**src/rtl/seq_det_pkg.sv**
```systemverilog
// Shared types and helpers for the parametrised bit-pattern detector.
// SEQDET_MASK_EN adds per-bit don't-care masking of the pattern.
package seq_det_pkg;

    typedef enum logic [1:0] {
        EMPTY,
        FILL,
        ARMED
    } seq_state_e;

    localparam int SD_PAT_W = 4;
    localparam int SD_LEN_W = $clog2(SD_PAT_W + 1);

    function automatic int unsigned clamp_len(
        input int unsigned len,
        input int unsigned max_len
    );
        if (len == 0 || len > max_len) begin
            return max_len;
        end
        return len;
    endfunction

endpackage

```
**src/rtl/seq_detector_param_if.sv**
```systemverilog
// Stream, configuration and result bundle of the pattern detector.
// SEQDET_MASK_EN adds the cfg_mask field.
interface seq_detector_param_if #(
    parameter int PAT_W = 4,
    parameter int CNT_W = 8
);
    localparam int LEN_W = $clog2(PAT_W + 1);

    logic             din;
    logic             din_vld;
    logic             cfg_we;
    logic [PAT_W-1:0] cfg_pat;
    logic [LEN_W-1:0] cfg_len;
    logic             cfg_ovl;
    logic             clr_cnt;
`ifdef SEQDET_MASK_EN
    logic [PAT_W-1:0] cfg_mask;
`endif
    logic             match;
    logic [CNT_W-1:0] match_cnt;
    logic             cnt_sat;

    modport master (
`ifdef SEQDET_MASK_EN
        output cfg_mask,
`endif
        output din, din_vld, cfg_we,
        output cfg_pat, cfg_len, cfg_ovl,
        output clr_cnt,
        input  match, match_cnt, cnt_sat
    );

    modport slave (
`ifdef SEQDET_MASK_EN
        input  cfg_mask,
`endif
        input  din, din_vld, cfg_we,
        input  cfg_pat, cfg_len, cfg_ovl,
        input  clr_cnt,
        output match, match_cnt, cnt_sat
    );

endinterface

```
**src/rtl/seq_det_cnt.sv**
```systemverilog
// Saturating hit counter with synchronous clear and sticky saturation flag.
module seq_det_cnt #(
    parameter int CNT_W = 8
) (
    input  logic             clk,
    input  logic             rst_n,
    input  logic             clr_i,
    input  logic             inc_i,
    output logic [CNT_W-1:0] cnt_o,
    output logic             sat_o
);

    localparam logic [CNT_W-1:0] MAX = '1;

    logic [CNT_W-1:0] cnt_q, cnt_d;
    logic             sat_q, sat_d;

    always_comb begin
        cnt_d = cnt_q;
        sat_d = sat_q;
        if (clr_i) begin
            // A hit on the clearing edge is the first count of the new window
            cnt_d = inc_i ? CNT_W'(1) : '0;
            sat_d = 1'b0;
        end else if (inc_i) begin
            if (cnt_q == MAX) begin
                sat_d = 1'b1;
            end else begin
                cnt_d = cnt_q + CNT_W'(1);
                sat_d = (cnt_q == MAX - CNT_W'(1));
            end
        end
    end

    always_ff @(posedge clk or negedge rst_n) begin
        if (!rst_n) begin
            cnt_q <= '0;
            sat_q <= 1'b0;
        end else begin
            cnt_q <= cnt_d;
            sat_q <= sat_d;
        end
    end

    assign cnt_o = cnt_q;
    assign sat_o = sat_q;

endmodule

```
**src/rtl/seq_detector_param.sv**
```systemverilog
// Run-time configurable serial pattern detector with saturating hit count.
// SEQDET_MASK_EN enables don't-care bits in the compared pattern.
module seq_detector_param
    import seq_det_pkg::*;
#(
    parameter int               PAT_W   = 4,
    parameter int               CNT_W   = 8,
    parameter logic [PAT_W-1:0] RST_PAT = PAT_W'(4'b1011)
) (
    input logic                clk,
    input logic                rst_n,
    seq_detector_param_if.slave bus
);

    localparam int LEN_W = $clog2(PAT_W + 1);
    localparam logic [LEN_W-1:0] LEN_MAX = LEN_W'(PAT_W);

    seq_state_e       state_q, state_d;
    logic [LEN_W-1:0] fill_q, fill_d;
    logic [PAT_W-1:0] hist_q, hist_d;
    logic [PAT_W-1:0] pat_q, pat_d;
    logic [LEN_W-1:0] len_q, len_d;
    logic             ovl_q, ovl_d;
    logic             match_q;
`ifdef SEQDET_MASK_EN
    logic [PAT_W-1:0] mask_q, mask_d;
`endif

    logic [PAT_W-1:0] shift;
    logic [PAT_W-1:0] care;
    logic [LEN_W:0]   fill_p1;
    logic [LEN_W:0]   len_x;
    logic             armed;
    logic             hit;

    always_comb begin
        state_d = state_q;
        fill_d  = fill_q;
        hist_d  = hist_q;
        pat_d   = pat_q;
        len_d   = len_q;
        ovl_d   = ovl_q;
`ifdef SEQDET_MASK_EN
        mask_d  = mask_q;
`endif
        hit     = 1'b0;
        shift   = {hist_q[PAT_W-2:0], bus.din};
        fill_p1 = {1'b0, fill_q} + (LEN_W+1)'(1);
        len_x   = {1'b0, len_q};
        for (int i = 0; i < PAT_W; i++) begin
            care[i] = (i < int'(len_q));
        end
`ifdef SEQDET_MASK_EN
        care = care & ~mask_q;
`endif
        // With len=1 every valid bit can complete a hit, even from EMPTY
        armed = (state_q == ARMED) || (len_q == LEN_W'(1));

        if (bus.cfg_we) begin
            pat_d   = bus.cfg_pat;
            len_d   = LEN_W'(clamp_len(int'(bus.cfg_len), PAT_W));
            ovl_d   = bus.cfg_ovl;
`ifdef SEQDET_MASK_EN
            mask_d  = bus.cfg_mask;
`endif
            hist_d  = '0;
            fill_d  = '0;
            state_d = EMPTY;
        end else if (bus.din_vld) begin
            hist_d = shift;
            hit    = armed && (((shift ^ pat_q) & care) == '0);
            if (hit && !ovl_q) begin
                fill_d = '0;
            end else if (fill_p1 > len_x) begin
                fill_d = len_q;
            end else begin
                fill_d = fill_p1[LEN_W-1:0];
            end
            if (fill_d == '0) begin
                state_d = EMPTY;
            end else if ({1'b0, fill_d} + (LEN_W+1)'(1) >= len_x) begin
                state_d = ARMED;
            end else begin
                state_d = FILL;
            end
        end
    end

    always_ff @(posedge clk or negedge rst_n) begin
        if (!rst_n) begin
            state_q <= EMPTY;
            fill_q  <= '0;
            hist_q  <= '0;
            pat_q   <= RST_PAT;
            len_q   <= LEN_MAX;
            ovl_q   <= 1'b0;
            match_q <= 1'b0;
`ifdef SEQDET_MASK_EN
            mask_q  <= '0;
`endif
        end else begin
            state_q <= state_d;
            fill_q  <= fill_d;
            hist_q  <= hist_d;
            pat_q   <= pat_d;
            len_q   <= len_d;
            ovl_q   <= ovl_d;
            match_q <= hit;
`ifdef SEQDET_MASK_EN
            mask_q  <= mask_d;
`endif
        end
    end

    logic [CNT_W-1:0] cnt;
    logic             sat;

    seq_det_cnt #(
        .CNT_W (CNT_W)
    ) u_cnt (
        .clk   (clk),
        .rst_n (rst_n),
        .clr_i (bus.clr_cnt),
        .inc_i (hit),
        .cnt_o (cnt),
        .sat_o (sat)
    );

    assign bus.match     = match_q;
    assign bus.match_cnt = cnt;
    assign bus.cnt_sat   = sat;

endmodule
```
**src/flat_wrapper.sv**
```systemverilog
// flat-port wrapper written by rule: the top's interface ports become plain ports
module seq_detector_param_flat import seq_det_pkg::*;
#(
    parameter int               PAT_W   = 4,
    parameter int               CNT_W   = 8,
    parameter logic [PAT_W-1:0] RST_PAT = PAT_W'(4'b1011)
)
  (clk, rst_n, bus_din, bus_din_vld, bus_cfg_we, bus_cfg_pat, bus_cfg_len, bus_cfg_ovl, bus_clr_cnt, bus_match, bus_match_cnt, bus_cnt_sat);
  seq_detector_param_if #(.PAT_W(PAT_W), .CNT_W(CNT_W)) bus_i ();
  input logic clk;
  input logic rst_n;
  input wire logic [$bits(bus_i.din)-1:0] bus_din;
  input wire logic [$bits(bus_i.din_vld)-1:0] bus_din_vld;
  input wire logic [$bits(bus_i.cfg_we)-1:0] bus_cfg_we;
  input wire logic [$bits(bus_i.cfg_pat)-1:0] bus_cfg_pat;
  input wire logic [$bits(bus_i.cfg_len)-1:0] bus_cfg_len;
  input wire logic [$bits(bus_i.cfg_ovl)-1:0] bus_cfg_ovl;
  input wire logic [$bits(bus_i.clr_cnt)-1:0] bus_clr_cnt;
  output wire logic [$bits(bus_i.match)-1:0] bus_match;
  output wire logic [$bits(bus_i.match_cnt)-1:0] bus_match_cnt;
  output wire logic [$bits(bus_i.cnt_sat)-1:0] bus_cnt_sat;
  assign bus_i.din = bus_din;
  assign bus_i.din_vld = bus_din_vld;
  assign bus_i.cfg_we = bus_cfg_we;
  assign bus_i.cfg_pat = bus_cfg_pat;
  assign bus_i.cfg_len = bus_cfg_len;
  assign bus_i.cfg_ovl = bus_cfg_ovl;
  assign bus_i.clr_cnt = bus_clr_cnt;
  assign bus_match = bus_i.match;
  assign bus_match_cnt = bus_i.match_cnt;
  assign bus_cnt_sat = bus_i.cnt_sat;
  seq_detector_param #(.PAT_W(PAT_W), .CNT_W(CNT_W), .RST_PAT(RST_PAT)) u_core (.clk(clk), .rst_n(rst_n), .bus(bus_i));
endmodule
```
**config.mk**
```make
export PLATFORM = sky130hd
export DESIGN_NAME = seq_detector_param_flat
export DESIGN_NICKNAME = d
export VERILOG_FILES = /design/src/rtl/seq_det_pkg.sv /design/src/rtl/seq_detector_param_if.sv /design/src/rtl/seq_det_cnt.sv /design/src/rtl/seq_detector_param.sv /design/src/flat_wrapper.sv
export SDC_FILE = /design/constraint.sdc
export NUM_CORES = 1
export LEC_CHECK = 0
export CORE_ASPECT_RATIO = 0.5
export CORE_UTILIZATION = 48
export DETAILED_ROUTE_END_ITERATION = 8
export GPL_TIMING_DRIVEN = 0
export PLACE_DENSITY_LB_ADDON = 0.3
export SYNTH_ARGS = -nofsm -noshare
export SYNTH_HDL_FRONTEND = slang
export SYNTH_SLANG_ARGS = --single-unit
```
**constraint.sdc**
```tcl
create_clock -name clk -period 3.05 [get_ports clk]
set_input_delay 0.61 -clock clk [delete_from_list [all_inputs] [get_ports clk]]
set_output_delay 0.61 -clock clk [all_outputs]
set_load 0.03 [all_outputs]
```
# Word-level counts from Yosys, hierarchy flattened
# Cells that the tools add are included.
[op_classes] div=0 shifts=0 n_reduce_logical=11 eq_ne=5 multipliers=0 muxes=25 n_bitwise=2 n_lt_le_gt_ge=7 add_sub_neg=3
[ops] cell="$mux W3" n=10
[ops] cell="$mux W8" n=3
[ops] cell="$eq A8 B8 Y1 const B" n=2
[ops] cell="$add A3 B1 Y4 const B" n=2
[ops] cell="$add A8 B1 Y8 const B" n=1
[ops] cell="$mux W1" n=8
[ops] cell="$mux W2" n=4
[ops] cell="$logic_not A3 Y1" n=2
[ops] cell="$lt A1 B3 Y1 const A" n=2
[ops] cell="$lt A2 B3 Y1 const A" n=2
[ops] cell="$and A4 B4 Y4" n=1
[ops] cell="$ge A4 B3 Y1" n=1
[ops] cell="$gt A4 B3 Y1" n=1
[ops] cell="$logic_not A4 Y1" n=1
[ops] cell="$reduce_bool A2 Y1" n=2
[ops] cell="$xor A4 B4 Y4" n=1
[ops] cell="$eq A3 B1 Y1 const B" n=1
[ops] cell="$gt A3 B3 Y1 const B" n=1
[ops] cell="$eq A2 B2 Y1 const B" n=1
[ops] cell="$logic_and A1 B1 Y1" n=2
[ops] cell="$logic_or A1 B1 Y1" n=2
[ops] cell="$ne A2 B2 Y1 const B" n=1
[ops] cell="$reduce_and A2 Y1" n=1
[ops] cell="$logic_not A1 Y1" n=1
[word_totals] regBits=26 elab_cells=62 romBits=0 ram_bits=0 latch_bits=0 mem_count=0

# Depth between registers and ports, before layout
[depth] ltp_word=14 ltp_mapped=14 mapped_depth_nobuf=14

# Modules after synthesis
# A second synthesis with hierarchy kept.
[hier_totals] cells_unflattened=165 hier_area_um2=1650.3
[modules_own_cells] mod="seq_detector_param" cells_each=107 seq_area_each_um2=430.4 n_inst=1 area_each_um2=1079.8
[modules_own_cells] mod="seq_det_cnt" cells_each=58 seq_area_each_um2=225.2 n_inst=1 area_each_um2=570.5

# Worst setup path after synthesis
# Ideal clock, no wire load.
[synth_path] path_type="register to register" startpoint="register u_core.fill_q[0]" endpoint="register u_core.state_q[1]" setup_slack_ns=-0.316 setup_ns=0.126 required_ns=2.924 arrival_ns=3.241 synth_period_minus_slack_ns=3.366 stages_incl_launch_ff=15 cell_sequence="dfrtp_1 -> ha_1 -> xor2_1 -> ha_1 -> a21oi_1 -> a21boi_0 -> a31oi_1 -> mux2i_1 -> xnor2_1 -> nor2_1 -> ha_1 -> a311o_1 -> o221ai_1 -> o311a_1 -> o21ai_0"
[synth_between] elab_chain_cells=12
[synth_lines] item="from (decl)" line="seq_detector_param.sv:19" rtl="logic [LEN_W-1:0] fill_q, fill_d;"
[synth_lines] item="from (signal assigned)" line="seq_detector_param.sv:103" rtl="fill_q <= fill_d;"
[synth_lines] item="$add A3 B1 Y4 (*)" line="seq_detector_param.sv:48" rtl="fill_p1 = {1'b0, fill_q} + (LEN_W+1)'(1);"
[synth_lines] item="$gt A4 B3 Y1" line="seq_detector_param.sv:74" rtl="end else if (fill_p1 > len_x) begin"
[synth_lines] item="$mux W3 (*)" line="seq_detector_param.sv:74"
[synth_lines] item="$mux W3 (*)" line="seq_detector_param.sv:72" rtl="if (hit && !ovl_q) begin"
[synth_lines] item="$mux W3 (*)" line="seq_detector_param.sv:69" rtl="end else if (bus.din_vld) begin"
[synth_lines] item="$mux W3 (*)" line="seq_detector_param.sv:59" rtl="if (bus.cfg_we) begin"
[synth_lines] item="$add A3 B1 Y4" line="seq_detector_param.sv:81" rtl="end else if ({1'b0, fill_d} + (LEN_W+1)'(1) >= len_x) begin"
[synth_lines] item="$ge A4 B3 Y1" line="seq_detector_param.sv:81"
[synth_lines] item="$mux W2" line="seq_detector_param.sv:81"
[synth_lines] item="$mux W2 (*)" line="seq_detector_param.sv:79" rtl="if (fill_d == '0) begin"
[synth_lines] item="$mux W2 (*)" line="seq_detector_param.sv:69"
[synth_lines] item="$mux W2 (*)" line="seq_detector_param.sv:59"
[synth_lines] item="to (signal assigned)" line="seq_detector_param.sv:102" rtl="state_q <= state_d;"
[synth_lines] item="to (decl)" line="seq_detector_param.sv:18" rtl="seq_state_e state_q, state_d;"
# Every way passes the cells marked *; elsewhere a longest branch is shown, timed or not. The select of a mux whose other input is x is not followed.
# A chain may end at the register's enable or synchronous reset.

# Worst setup path in the final report
[layout_path] startpoint="register u_core.fill_q[1]" endpoint="register u_core.state_q[0]"
# Same word-level chain as after synthesis.

==> flow_summary_export.csv <==
group,metric,value,unit
outcome,outcome,"finished with violations",
outcome,failed_checks,"negative setup slack",
synth,synth_top_family_by_area,"simple AND/OR/NAND/NOR gates",
route,ant_nets,0,
critical_path,path_buf_inv,0,
die,initial_core_util,51.9,%
synth,synth.net_count,187,
synth,yosysUniqueCellTypes,46,
cts,cts.path.max_buffers,2,
finish,highest_count_cells_in_the_layout_ignoring_fill_and_taps,"sky130_fd_sc_hd__nor2_1 (20), sky130_fd_sc_hd__clkdlybuf4s50_1 (20), sky130_fd_sc_hd__dfrtp_1 (20)",
synth,synth.avg_cell_area,9.75,sq um
synth,synthSimpleGateAreaFrac,18.2,%
cts,clkSlewWorstSetupHoldPaths,0.10,ns
finish,area.growth.synth_to_final,33.5,%
cts,cts_inserted_buffers,3,
route,routed_wirelength,3540,um
critical_path,worst_setup_path_end_kind,"flop",
pwr,power-per-cell-area,705,nW/um^2
finish,drive_above_1_share,24.6,%
route,drt_drc_violations_left,0,
timing,min_period,3.16,ns
synth,synth.ff_latch_count,26,
die,core_region_area,3080,sq um
critical_path,ff2ff_setup_slack,-0.11,ns
synth,post_synth_xor_area_fraction,6.57,%
timing,finalCritPeriodShare,104,%
cts,insertion_delay,0.28,ns
synth,synth-compound-area-share,14.3,%
synth,synthesis.instances,164,
die,top_level_ports,24,
synth,synth.top_cell.area_share,34.4,%
hold_path,hold_path.class,"reg -> reg",
critical_path,criticalPathCategory,"reg -> reg",
critical_path,critical-path-top-cell-by-count,"sky130_fd_sc_hd__ha_4",
route,routed_wire_length_per_instance,14.8,um
route,drt_first_iter_violations,40,
synth,synth_enable_flop_cells,0,
grt,maximum_number_of_pins_on_one_net_before_global_route_repair,27,
synth,synth_area_leader_cell,"sky130_fd_sc_hd__dfrtp_1",
critical_path,timing.critical_path.slowest_stage_cell,"sky130_fd_sc_hd__dfrtp_2",
timing,max-slew-margin-rel,21.4,%
grt,number_of_global_route_vias_before_repair,1314,
critical_path,critical-path-max-stage-delay,0.44,ns
critical_path,worstPathCellList,"ha_4 -> xor2_4 -> ha_4 -> a21oi_2 -> a21boi_4 -> a31oi_4 -> mux2i_4 -> xnor2_2 -> nor2_1 -> ha_2 -> a311o_1 -> o221ai_2 -> o311a_1 -> a22o_1",
grt,antenna_found_initial,0,
cts,tritoncts,"yes",
synth,proportion_of_synthesized_flip_flops_having_asynchronous_set_or_reset,100,%
grt,grt_pass1_wl,5900,um
synth,synth-seq-area-share,41.0,%
run,max-cap-violations,0,
timing,slew_violations,0,
cts,cts_htree_levels,1,
pwr,design_power_total,1500,uW
finish,antenna_cells,0,
critical_path,worstPathMaxFanout,4,
critical_path,worstSetupStartpointType,"flop",
placed_design,place_hpwl,2360,um
critical_path,timing.critical_path.arrival,3.39,ns
synth,synth_area,1600,sq um
route,vias_per_cell,5.54,
timing,maxClockFrequency,0.316,GHz
synth,synth_warnings,0,
cts,postCtsHoldBufs,0,
timing,rsz_0062_raised_after_global_routing,"true",
finish,layout.nets,223,
placed_design,port_buffers,20,
die,die_area,3580,sq um
synth,synthAdderAreaFrac,7.04,%
cts,clk_root_buffer_cell,"sky130_fd_sc_hd__clkbuf_8",
route,detailroute.via_count,1325,
die,chip_height,42.8,um
placed_design,gp_congestion,0.804,
grt,overflow,0,
cts,cts.sink_count,26,
critical_path,timing.critical_path.max_delay_family,"compound AO/OA/AOI/OAI gates",
synth,synth.top_cells.by_area,"sky130_fd_sc_hd__dfrtp_1 (34%), sky130_fd_sc_hd__ha_1 (7.0%), sky130_fd_sc_hd__dfstp_2 (6.6%), sky130_fd_sc_hd__mux2_2 (4.9%), sky130_fd_sc_hd__nor2_1 (4.9%)",
timing,worstMarginPinSlew,1.18,ns
die,chipWidth,83.6,um
grt,groute.usage.overall,21.4,%
synth,synth-main-ff-cell,"sky130_fd_sc_hd__dfrtp_1",
die,row_count,14,
timing,layout_setup_ws,-0.112,ns
route,drt_pass1_iterations,4,
critical_path,crit_required,3.27,ns
pwr,power.static_leakage,0.000904,uW
synth,synth.area.mux_share,8.06,%
timing,finalSetupViolCount,2,
timing,fin_worst_skew,0.0120,ns
placed_design,pre_cts_ws,-0.329,ns
timing,final-hold-violation-count,0,
pwr,ir_worst_vdd,0.502,mV
[what timing repair did]
action / CTS / global route
buffers inserted: 9 / 2
endpoints found under the hold margin: 0 / 0
setup endpoints to repair: 2 / 2
resized for setup: 9 / 2
pin swaps: 8 / 3
[report_power, final]
part           total, uW  internal, uW  switching, uW  leakage, uW
sequential           420           384           36.1     0.000337
clock                291           176            115    0.0000357
combinational        795           430            365     0.000531
[logic make-up after synthesis]
kind of cell	Yosys count
buffers and inverters	15
xor gates and xnor gates	12
AOI/OAI and AO/OA	32
muxes	12
DFF	26
adders and majority gates	9
and+or+nand+nor	58
[metrics by stage]
stage	util [%]	TNS, ns	instance area [sq um]	std cells	hold WS [ns]
final	69.2	-0.217	2130	239	0.505
after global routing	69.2	-0.458	2130	239	0.552
after CTS	68.3	-0.0615	2100	237	0.508
after detailed placement	61.9	-0.653	1910	224	0.486
after global placement	61.9	-0.537	1910	224	0.468
after floorplan	-	-0.106	1660	164	0.314
[path summary, 6_finish.rpt]
kind,cells after the start,start,end
setup / recovery,14,u_core.fill_q[1]$_DFFE_PN0P_,u_core.state_q[0]$_DFFE_PN0P_
hold / removal,2,u_core.state_q[1]$_DFFE_PN0P_,u_core.state_q[1]$_DFFE_PN0P_
setup reg to reg,14,u_core.fill_q[1]$_DFFE_PN0P_,u_core.state_q[0]$_DFFE_PN0P_
hold reg to reg,2,u_core.state_q[1]$_DFFE_PN0P_,u_core.state_q[1]$_DFFE_PN0P_
max in group asynchronous,1,rst_n,u_core.fill_q[1]$_DFFE_PN0P_
min in group asynchronous,1,rst_n,u_core.fill_q[2]$_DFFE_PN0P_
[worst min-delay path: cells and delay by family (launching register included)]
family / cells / cell delay [ns]
AOI/OAI and AO/OA: 1 / 0.07
and+or+nand+nor: 1 / 0.05
DFF: 1 / 0.35
[final cells by class]
cell class	count	area, sq um
Multi-Input combinational cell	123	992
Sequential cell	26	658
Clock buffer	3	41.3
Buffer	5	38.8
Tap cell	40	50.0
Timing Repair Buffer	31	287
Clock inverter	1	30.0
Inverter	10	37.5
Fill cell	232	948
[Yosys cell counts (5+ instances only)]
library cell	number
sky130_fd_sc_hd__a21oi_1	6
sky130_fd_sc_hd__ha_1	9
sky130_fd_sc_hd__mux2_2	7
sky130_fd_sc_hd__xnor2_1	7
sky130_fd_sc_hd__mux2i_1	5
sky130_fd_sc_hd__o21ai_0	7
sky130_fd_sc_hd__xor2_1	5
sky130_fd_sc_hd__nor3_1	5
sky130_fd_sc_hd__nor2_1	21
sky130_fd_sc_hd__dfrtp_1	22
sky130_fd_sc_hd__inv_1	10
sky130_fd_sc_hd__nand2_1	8
[registers in the layout, indices dropped and copies added, names as in the netlist, 2 cells and up]
signal,flops
u_core.u_cnt.cnt_o,8
u_core.pat_q,4
u_core.fill_q,3
u_core.hist_q,3
u_core.len_q,3
u_core.state_q,2
[per-layer routing]
metal,up-vias,part of all wire [%],global-route usage [%]
met4,0,0.23,3.05
li1,654,-,-
met3,2,2.7,4.67
met2,18,48,39.7
met1,651,49,26.6
met5,-,0,0
No activity file was read; power rests on OpenSTA's default activity.
